<file path="config.mk">
export PLATFORM = sky130hd
export DESIGN_NAME = prio_sel_pipe
export DESIGN_NICKNAME = d
export VERILOG_FILES = /design/src/rtl/prio_sel_pipe_pkg.sv /design/src/rtl/prio_sel_pipe_prio_enc.sv /design/src/rtl/prio_sel_pipe.sv
export SDC_FILE = /design/constraint.sdc
export NUM_CORES = 1
export LEC_CHECK = 0
export ABC_AREA = 1
export ABC_CLOCK_PERIOD_IN_PS = 2160
export CORE_MARGIN = 4
export CORE_UTILIZATION = 40
export DETAILED_ROUTE_END_ITERATION = 10
export DONT_BUFFER_PORTS = 1
export PLACE_DENSITY_LB_ADDON = 0.1
export SLEW_MARGIN = 20
export SYNTH_ARGS = -nofsm -noshare
export SYNTH_HDL_FRONTEND = slang
export SYNTH_SLANG_ARGS = --single-unit
</file>
<file path="constraint.sdc">
create_clock -name clk -period 2.16 [get_ports clk]
set_input_delay 0.216 -clock clk [delete_from_list [all_inputs] [get_ports clk]]
set_output_delay 0.216 -clock clk [all_outputs]
set_load 0.03 [all_outputs]
</file>
<file path="src/rtl/prio_sel_pipe_pkg.sv">
// Shared types for prio_sel_pipe.
// Stage payload is sized for the widest supported build. Each instance uses the low bits.
// Port summary: none (package).
package prio_sel_pipe_pkg;

  // Upper bounds on the payload fields: channel width up to 64 bits,
  // and up to 16 channels (4-bit index).
  localparam int PL_DW = 64;
  localparam int PL_IW = 4;

  // Step applied by the saturating bypass counter.
  localparam int unsigned SAT_INC = 1;

  // Beat as captured by stage 1.
  typedef struct packed {
    logic [PL_DW-1:0] data;      // selected channel data, or dflt on no hit
    logic [PL_IW-1:0] idx;       // lowest set sel index (0 on no hit)
    logic             hit;       // some sel bit was set
    logic             byp_en;    // bypass requested with this beat
    logic [PL_DW-1:0] byp_data;  // bypass value carried alongside
  } stage_pl_t;

endpackage

</file>
<file path="src/rtl/prio_sel_pipe_prio_enc.sv">
// prio_enc: combinational lowest-index-wins priority encoder.
// Ports: sel[N] in; idx[$clog2(N)] out (0 when no bit is set); hit out.
// Bit 0 has the highest priority.
module prio_enc
  import prio_sel_pipe_pkg::*;
#(
  parameter int N = 4
) (
  input  logic [N-1:0]         sel,
  output logic [$clog2(N)-1:0] idx,
  output logic                 hit
);

  localparam int IW = $clog2(N);

  // Scan from the top down so that the lowest set bit is the last to overwrite.
  always_comb begin
    idx = '0;
    hit = 1'b0;
    for (int i = N - 1; i >= 0; i--) begin
      if (sel[i]) begin
        idx = IW'(i);
        hit = 1'b1;
      end
    end
  end

endmodule

</file>
<file path="src/rtl/prio_sel_pipe.sv">
// prio_sel_pipe: two-stage priority select with a late-vetoable bypass and a saturating bypass counter.
// Ports: in_valid/in_ready + sel/data/dflt/byp_en/byp_data beat in; late_ctrl veto sampled as a beat leaves stage 1;
//        out_valid/out_ready + out_data/out_idx/out_hit/out_byp out; byp_cnt counts delivered bypassed results.
module prio_sel_pipe
  import prio_sel_pipe_pkg::*;
#(
  parameter int W       = 8,
  parameter int N       = 4,
  parameter int BYP_MIN = 2,
  parameter int CW      = 16
) (
  input  logic                 clk,
  input  logic                 rst_n,
  input  logic                 in_valid,
  output logic                 in_ready,
  input  logic [N-1:0]         sel,
  input  logic [N*W-1:0]       data,
  input  logic [W-1:0]         dflt,
  input  logic                 byp_en,
  input  logic [W-1:0]         byp_data,
  input  logic                 late_ctrl,
  output logic                 out_valid,
  input  logic                 out_ready,
  output logic [W-1:0]         out_data,
  output logic [$clog2(N)-1:0] out_idx,
  output logic                 out_hit,
  output logic                 out_byp,
  output logic [CW-1:0]        byp_cnt
);

  localparam int IW = $clog2(N);

  // ---------------- stage 1 capture ----------------
  logic [IW-1:0] enc_idx;
  logic          enc_hit;
  logic [W-1:0]  ch_data;

  prio_enc #(.N(N)) u_prio_enc (
    .sel (sel),
    .idx (enc_idx),
    .hit (enc_hit)
  );

  assign ch_data = enc_hit ? data[int'(enc_idx)*W +: W] : dflt;

  stage_pl_t s1_d;
  stage_pl_t s1_q;
  logic      v1;
  logic      v2;

  always_comb begin
    s1_d          = '0;
    s1_d.data     = PL_DW'(ch_data);
    s1_d.idx      = PL_IW'(enc_idx);
    s1_d.hit      = enc_hit;
    s1_d.byp_en   = byp_en;
    s1_d.byp_data = PL_DW'(byp_data);
  end

  // ---------------- flow control ----------------
  // Stage 2 moves when it is empty or being drained; stage 1 moves when
  // it is empty or stage 2 moves.
  logic adv2;
  logic adv1;

  assign out_valid = v2;
  assign adv2      = !v2 || out_ready;
  assign adv1      = !v1 || adv2;
  assign in_ready  = adv1;

  // ---------------- stage 2 resolve ----------------
  logic [W-1:0]  s1_dat;
  logic [W-1:0]  s1_bdat;
  logic [IW-1:0] s1_idx;
  logic          take_byp;

  assign s1_dat  = s1_q.data[W-1:0];
  assign s1_bdat = s1_q.byp_data[W-1:0];
  assign s1_idx  = s1_q.idx[IW-1:0];

  // late_ctrl is looked at only in the cycle the beat leaves stage 1.
  // A result held in stage 2 is already resolved, so later changes to late_ctrl cannot disturb it.
  assign take_byp = s1_q.byp_en && !late_ctrl &&
                    (!s1_q.hit || int'(s1_idx) >= BYP_MIN);

  always_ff @(posedge clk or negedge rst_n) begin
    if (!rst_n) begin
      v1       <= 1'b0;
      s1_q     <= '0;
      v2       <= 1'b0;
      out_data <= '0;
      out_idx  <= '0;
      out_hit  <= 1'b0;
      out_byp  <= 1'b0;
    end else begin
      if (adv1) begin
        v1 <= in_valid;
        if (in_valid) begin
          s1_q <= s1_d;
        end
      end
      if (adv2) begin
        v2 <= v1;
        if (v1) begin
          out_data <= take_byp ? s1_bdat : s1_dat;
          out_idx  <= s1_idx;
          out_hit  <= s1_q.hit;
          out_byp  <= take_byp;
        end
      end
    end
  end

  // ---------------- bypass counter ----------------
  always_ff @(posedge clk or negedge rst_n) begin
    if (!rst_n) begin
      byp_cnt <= '0;
    end else if (v2 && out_ready && out_byp && (byp_cnt != '1)) begin
      byp_cnt <= byp_cnt + CW'(SAT_INC);
    end
  end

  // Payload fields are sized for the widest build, so the upper bits are not read here.
  logic unused_pl_bits;
  assign unused_pl_bits = ^s1_q;

endmodule

</file>
; ---- Word level (Yosys, flattened, before mapping)
; Cells that the tools add are included.
[totals]
ff_bits = 50
output_inout_bits = 30
input_bits = 58
word_cells = 40
[classes]
muxes = 10
magnitude_cmp = 1
n_addsub = 1
shift = 1
reduce_logical = 14
n_eq_ne = 1
[ops]
columns = op, count
row1 = 32-bit by 6-bit variable part select with 8-bit output, 1
row2 = "16-bit by 1-bit adder with 16-bit output, second input constant", 1
row3 = 8-bit 2-to-1 mux, 2
row4 = "16-bit inequality test, second input constant", 1
row5 = 2-bit 2-to-1 mux, 4
row6 = 1-bit logical AND, 5
row7 = 1-bit zero test, 4
row8 = 1-bit 2-to-1 mux, 4
row9 = 2-bit AND reduction, 2
row10 = 1-bit logical OR, 3
row11 = "2-bit >= comparator, second input constant", 1

; ---- Longest topological paths before layout
; Gate-level depths: netlist of the first run.
[logic_depth]
ltp_word = 6
mapped_depth = 9
depth_no_buf = 8

; ---- By module
; Synthesis of the first run repeated with hierarchy kept, for this count alone.
[hier_totals]
hier_cells = 341
area_unflattened_um2 = 2801.4
[modules_own_cells]
columns = mod, instances, seq_area_each_um2, area_each_um2, cells_per_inst
row1 = prio_sel_pipe, 1, 1251.2, 2765.2, 333
row2 = prio_enc, 1, 0.0, 36.3, 8

; ---- Worst setup path before layout of the first run
; Ideal clock, no wire load.
[synth_path]
path_type = register to register
startpoint = register byp_cnt[0]
endpoint = register byp_cnt[3]
t_arrival_ns = 1.660
setup_time_ns = 0.117
n_path_buf = 1
path_slack_ns = 0.383
required_time_ns = 2.043
path_stages_with_launch = 10
period_less_slack_ns = 1.777
cell_sequence = dfrtp_1 -> ha_1 -> nand3_2 -> inv_2 -> nand2_2 -> o21ai_4 -> inv_2 -> buf_6 -> nand2_1 -> nand2_1
[synth_via]
elab_chain_len = 2
word_cells_on_any_way = 3
cone_classes = 1 x add/sub / 1 x eq/ne / 1 x reduce/logical
[synth_rtl]
columns = item, line_no
row1 = "start, declared", prio_sel_pipe.sv:28  ; output logic [CW-1:0] byp_cnt
row2 = "start signal, assigned", prio_sel_pipe.sv:119  ; byp_cnt <= byp_cnt + CW'(SAT_INC);
row3 = branches (longest 2 deep; another with 16-bit by 1-bit adder with 16-bit output), --
; Parallel ways; which one is timed is not known.
; A chain may end at the register's enable or synchronous reset.

; ---- Worst setup path after layout of the first run
[layout_path]
startpoint = register byp_cnt[3]
endpoint = register byp_cnt[13]
; The elaborated chain is that of the path after synthesis.

==> metrics, run 1 <==
Num CTS Buffers=5; CTS Buffer Depth=2; Worst Path Required=2.36 ns; CP max-delay cell=dfrtp_1; maximum clock rate=574.7 MHz; Yosys cell types=26; Die Area=8008 µm²; commonest non-fill, non-tap cells in the layout=nand2_1 (143), dfrtp_1 (50), nand3_1 (49); DP HPWL=5151 µm; # rows=29; area grow syn2layout=12.29%; Vias=2377; drt pass-1 iters=5; VDD IR-drop max=0.6010 mV; vias per cell=5.213; Synth Area in Compound Gates=0.08761; Nets=437; final worst setup slack=0.4201 ns; FFs w/ async S/R, synth=1.000; Fin Setup TNS=0 ns; Mapped Cells=359; number of enable flip-flop cells after synthesis=0; Hold Crit Class=primary input to flop; Die X-Extent=89.49 µm; Min Hold Slack=0.01415 ns; crit-path max FO=12; initial core utilization=0.4159; Post-Synth Adder-Cell Area=0.004710; grt ovf=0; max_cap viols=0; Cell Chain, Critical Path=nand3_2 > inv_2 > nand2_2 > o21ai_4 > inv_2 > nand2_1 > nand2_1; global-route wire length before repair=10940 µm; ant diodes=0; FF/Latch Area=1251 µm²; setup violators final=0; clock skew=0.008538 ns; CP endpoint kind=flop; Final Hold Viols=0; I/O pin cnt=88; Synth top area share=0.4710; Slew Limit Fails=0; fillers=650; synth warn=0; clock-pin slew on the worst setup and hold paths=0.10 ns; Sink Count=50; number of global-route vias before repair=2305; min Tclk post-route=1.740 ns; post-CTS setup buffer count=0; Clock Latency Late Sink=0.30 ns; Setup WS pre-CTS=0.4297 ns; layout cell share with drive strength beyond 1=0.1029; worst setup path class=flop to flop; Worst Setup Start Kind=flop; H-tree Lvls=2; pwr dens=780.8 nW/µm²; Post-Synth XOR/XNOR Area=0.02308; synthesized area=2656 µm²; pin count of the biggest net entering global routing=51; die span in y=89.49 µm; detailed-route DRC error count=0; DRT antenna net count=0; total wire length=6777 µm; post-synthesis average cell area=7.399 µm²; Worst Tran Pin Value=0.6457 ns; DR iter-0 viols=105; CTS tree=done; Slew headroom=0.5680; Worst EP arrival=1.94 ns; fin crit share=0.8055; register area share after synthesis=0.4710; I/O Buffers=0; RSZ-0062 raised after global routing=no; flops & latches, synth=50; commonest non-fill, non-tap cell in the layout=nand2_1; Overall Global Routing Usage=0.1777; placer congestion estimate=0.8141; ys flop type=dfrtp_1; Crit path largest cell delay=0.63 ns; top cells by area, synth=dfrtp_1 (47%), nand2_1 (20%), nand3_1 (9.2%); Synth Area in Simple Gates=0.3618; mux share of post-synthesis cell area=0; largest area contributor in the netlist=dfrtp_1; area taken by multi-input logic gates=1267 µm²; core area=6386 µm²; largest family of logic cells by synthesized area=simple AND/OR/NAND/NOR gates; initial antenna violation count=0; clk root buf=clkbuf_8; WL per Instance=14.86 µm; Leak Pwr=0.001422 µW; Synthesized Nets=418; status=finished, final reports clean
==> flip-flops by register name, summed over array words and instances (netlist names) <==
signal     flops
byp_cnt       16
out_byp        1
out_data       8
out_hit        1
out_idx        2
out_valid      1
s1_bdat        8
s1_dat         8
s1_idx         2
s1_q           2
v1             1
==> synth_stat cells (2+ instances only) <==
library cell  count
a21oi_1          18
a22oi_1           8
buf_2             2
buf_6             2
clkbuf_1          7
dfrtp_1          50
inv_1            17
inv_2             3
nand2_1         143
nand3_1          49
nand4_1           5
nor2_1           26
o21ai_0          10
xnor2_1           7
==> worst paths after layout <==
| check | startpoint | endpoint | slack [ns] | cells after the start |
|---|---|---|---|---|
| worst min register to register | v1 | out_valid | 0.49 | 2 |
| worst max register to register | byp_cnt[3] | byp_cnt[13] | 0.42 | 7 |
| max in group asynchronous | rst_n | s1_dat[2] | 1.51 | 2 |
| min in group asynchronous | rst_n | byp_cnt[6] | 0.41 | 2 |
| worst min-delay path | byp_data[3] | s1_bdat[3] | 0.01 | 2 |
| worst max-delay path | byp_cnt[3] | byp_cnt[13] | 0.42 | 7 |
==> through the flow <==
step,util,power [µW],instances,instance area [µm²]
finish,0.4671,2329,456,2983
CTS,0.4671,2355,456,2983
global route,0.4671,2460,456,2983
detailed placement,0.4465,1761,446,2851
floorplan,-,1616,359,2656
global placement,0.4465,1759,446,2851
==> routing by layer <==
layer / wire [µm] / vias to the layer above / part of all wire / GRT usage
met1: 2810 / 1099 / 0.41 / 0.2239
met4: 95 / 0 / 0.014 / 0.04736
li1: - / 1205 / - / -
met3: 435 / 9 / 0.064 / 0.04700
met2: 3435 / 64 / 0.51 / 0.3021
met5: 0 / - / 0 / 0
==> report_power, final <==
part / total, µW / internal, µW / switching (µW)
sequential: 1310 / 1080 / 230
clock: 571 / 235 / 337
combinational: 449 / 161 / 288
==> cells by family (layout without fill, tap and decap cells) <==
| kind of cell | Yosys count | in the layout |
|---|---|---|
| compound gates | 39 | 39 |
| xor+xnor | 7 | 7 |
| fa+ha+maj | 1 | 1 |
| buf+inv | 32 | 52 |
| simple gates | 230 | 230 |
| flops | 50 | 50 |
==> worst max-delay path: cells and delay by family, from the launching register on <==
family	cells	cell delay, ns
buf+inv	2	0.28
simple gates	4	0.41
flops	1	0.63
compound gates	1	0.32
==> layout make-up <==
class | instances | area share
clock inverters | 3 | 0.008389
repair buffers | 23 | 0.06544
multi-input cells | 277 | 0.4249
clock buffers | 5 | 0.02307
well taps | 77 | 0.03230
flip-flops and latches | 50 | 0.4195
inverters | 21 | 0.02643
==> timing repair <==
action | in CTS | in global routing
resized for setup | 0 | 0
endpoints found under the hold margin | 50 | 0
hold buffers | 2 | 0
Power figures use the tool's default switching activity.
==> run 2, diff against run 1 <==
--- a/config.mk
+++ b/config.mk
@@ -5,8 +5,8 @@
 export SDC_FILE = /design/constraint.sdc
 export NUM_CORES = 1
 export LEC_CHECK = 0
-export ABC_AREA = 1
-export ABC_CLOCK_PERIOD_IN_PS = 2160
+export ABC_AREA = 0
+export ABC_CLOCK_PERIOD_IN_PS = 1800
 export CORE_MARGIN = 4
 export CORE_UTILIZATION = 40
 export DETAILED_ROUTE_END_ITERATION = 10
==> constraint.sdc (replaced) <==
create_clock -name clk -period 1.8 [get_ports clk]
set_input_delay 0.18 -clock clk [delete_from_list [all_inputs] [get_ports clk]]
set_output_delay 0.18 -clock clk [all_outputs]
set_load 0.03 [all_outputs]
==> run 2 against run 1 <==
- die area shrank 5.8%
- first-iteration DRC count shrank 64%
- synthesized area shrank 6.3%
- fmax grew 9.7%
- sequential share of layout area grew 0.48 points
- critical path type unchanged
==> metrics, run 2 <==
status=finished, final reports clean; most frequent cell after synthesis=dfrtp_1; Leak Pwr=0.001309 µW (-8.0%); top post-synthesis cells by count=dfrtp_1 (50), nand2_1 (44), nor2_1 (22); layout cell share with drive strength beyond 1=0.1838 (+0.08092); Yosys cell types=45 (+73%); clock-pin slew on the worst setup and hold paths=0.10 ns (about the same); CP endpoint kind=flop; drt pass-1 iters=4 (-1); R2R Setup Slk=0.21 ns (-0.21 ns); WL per Instance=16.71 µm (+12%); ant diodes=0 (unchanged); max_cap viols=0 (unchanged); sequential power share=0.525 (-0.037); Clock Latency Late Sink=0.30 ns (about the same); Worst Setup Start Kind=flop; Setup WS pre-CTS=0.2229 ns (-0.2069 ns); commonest non-fill, non-tap cell in the layout=dfrtp_1; CTS tree=done; global-route wire length before repair=9646 µm (-12%); # rows=28 (-3.4%); Nets=330 (-24%); top cells by area, synth=dfrtp_1 (50%), nand2_1 (6.6%), nor2_1 (3.3%); DRT antenna net count=0 (unchanged); setup violators final=0 (unchanged); pin count of the biggest net entering global routing=51 (unchanged); CP top delay family=simple AND/OR/NAND/NOR gates; max reg flops=16 (unchanged); Worst Tran Pin Value=0.5673 ns (-0.07842 ns); post-synthesis average cell area=10.33 µm² (+40%); flops & latches, synth=50 (unchanged); core area=5991 µm² (-6.2%); Largest Register=byp_cnt; I/O Buffers=0 (unchanged); Hold Crit Class=primary input to flop; sw frac=0.3305 (-0.03661); placer congestion estimate=0.7661 (-5.9%); I/O pin cnt=88 (unchanged); Worst EP arrival=1.82 ns (-0.12 ns); Synthesized Nets=300 (-28%); Vias=1893 (-20%); pwr dens=972.8 nW/µm² (+25%); initial antenna violation count=0 (unchanged); area grow syn2layout=18.50%; number of enable flip-flop cells after synthesis=0 (unchanged); switching power=948.1 µW (+11%); CP max-delay cell=dfrtp_1; Comb power frac=0.200 (+0.007); Crit path largest cell delay=0.39 ns (-0.24 ns); largest area contributor in the netlist=dfrtp_1; VDD IR-drop max=0.3970 mV (-34%); final worst setup slack=0.2134 ns (-0.2067 ns); Fin Setup TNS=0 ns (unchanged); clock network fraction of total power=0.275 (+0.030); CP bufs+invs=0 (-2); Num CTS Buffers=5 (unchanged); Overall Global Routing Usage=0.1602 (-0.01746); Synth top area share=0.5028 (+0.03173); Worst R2R Start=out_valid; Worst Path Required=2.03 ns (-0.33 ns); CTS Buffer Depth=2 (unchanged); DR iter-0 viols=38 (-64%); hold path startpoint=byp_data[0]; Slew headroom=0.6210 (+0.05309); crit-path max FO=9 (-3); maximum clock rate=630.3 MHz (+9.7%); die span in y=86.88 µm (-2.9%); H-tree Lvls=2 (unchanged); initial core utilization=0.4154 (-0.0005348); synthesized area=2489 µm² (-6.3%); Sink Count=50 (unchanged); Cell Chain, Critical Path=and3_1 > nand4_4 > a2111oi_4 > xor2_1; Worst R2R End=byp_cnt[11]; DP HPWL=4351 µm (-16%); Mapped Cells=241 (-33%); worst setup path class=flop to flop; Die X-Extent=86.88 µm (-2.9%); synth warn=0 (unchanged); total wire length=5798 µm (-14%); WHS Path Cells=2 (unchanged); P_int=1921 µW (+30%); Slew Limit Fails=0 (unchanged); grt ovf=0 (unchanged); fin crit share=0.8815 (+0.07596); min Tclk post-route=1.587 ns (-0.1533 ns); CTS resizes=0 (unchanged); detailed-route DRC error count=0 (unchanged); clk root buf=clkbuf_8; reg2reg path depth=4 (-3); commonest non-fill, non-tap cells in the layout=dfrtp_1 (50), nand2_1 (44), buf_4 (23); RSZ-0062 raised after global routing=no; number of global-route vias before repair=1981 (-14%); vias per cell=5.455 (+4.7%); Die Area=7547 µm² (-5.8%); clock skew=0.008417 ns (-0.0001214 ns); ys flop type=dfrtp_1; Final Hold Viols=0 (unchanged); register area share after synthesis=0.5028 (+0.03173); Hold EP=s1_bdat[0]; FFs w/ async S/R, synth=1.000 (unchanged)
[run 2: layer usage]
| metal | vias up | share of wire | GRT usage |
|---|---|---|---|
| met1 | 892 | 0.43 | 0.2052 |
| met2 | 70 | 0.48 | 0.2671 |
| met4 | 0 | 0.011 | 0.03824 |
| li1 | 925 | - | - |
| met3 | 6 | 0.075 | 0.04636 |
| met5 | - | 0 | 0 |
[run 2: worst reg2reg max path, stage by stage (launching register included)]
cell	delay (ns)
dfrtp_1	0.39
and3_1	0.35
nand4_4	0.23
a2111oi_4	0.38
xor2_1	0.17
[run 2: area by class of cell]
type | count | area [µm²]
Clock inverter | 3 | 40.04
Sequential cell | 50 | 1251
Clock buffer | 5 | 68.82
Inverter | 2 | 7.507
Fill cell | 574 | 3042
Timing Repair Buffer | 35 | 310.3
Multi-Input combinational cell | 177 | 1177
Tap cell | 75 | 93.84
[run 2: power by group through the flow]
stage | clock network (µW) | registers (µW) | logic, µW
after floorplan | 0 | 1610 | 282
after global placement | 0 | 1530 | 522
after detailed placement | 0 | 1530 | 528
after CTS | 807 | 1510 | 582
after global routing | 858 | 1530 | 640
final | 788 | 1510 | 575
[run 2: cell families (layout without fill, tap and decap cells)]
group | Yosys count | in the layout | share of synthesized area
compound gates | 47 | 47 | 0.1493
xor+xnor | 10 | 10 | 0.03520
flops | 50 | 50 | 0.5028
fa+ha+maj | 1 | 1 | 0.005027
mux | 13 | 13 | 0.05480
simple gates | 106 | 106 | 0.2268
buf+inv | 14 | 45 | 0.02614
[run 2: worst max-delay path by stage]
stage                     depth (start not counted)          end        from
final                                             4  byp_cnt[11]   out_valid
after floorplan                                   6    s1_dat[6]   out_valid
after global routing                              5   byp_cnt[7]  byp_cnt[1]
after CTS                                         4  byp_cnt[11]   out_valid
after detailed placement                          5  byp_cnt[11]  byp_cnt[0]
after global placement                            4   byp_cnt[1]  byp_cnt[7]
[run 2: what timing repair did]
item	CTS	global route
hold buffers	11	1
setup endpoints to repair	0	0
setup buffers	0	0
endpoints found under the hold margin	59	1
[run 2: stage by stage]
stage	utilization	instances	hold slack (ns)	power (µW)	cell area, µm²
detailed placement	0.4511	327	-0.1144	2063	2703
global route	0.4923	347	0.01352	3028	2949
CTS	0.4906	346	0.006630	2898	2939
finish	0.4923	347	0.006976	2869	2949
floorplan	-	241	-0.1156	1894	2489
global placement	0.4511	327	-0.1142	2052	2703
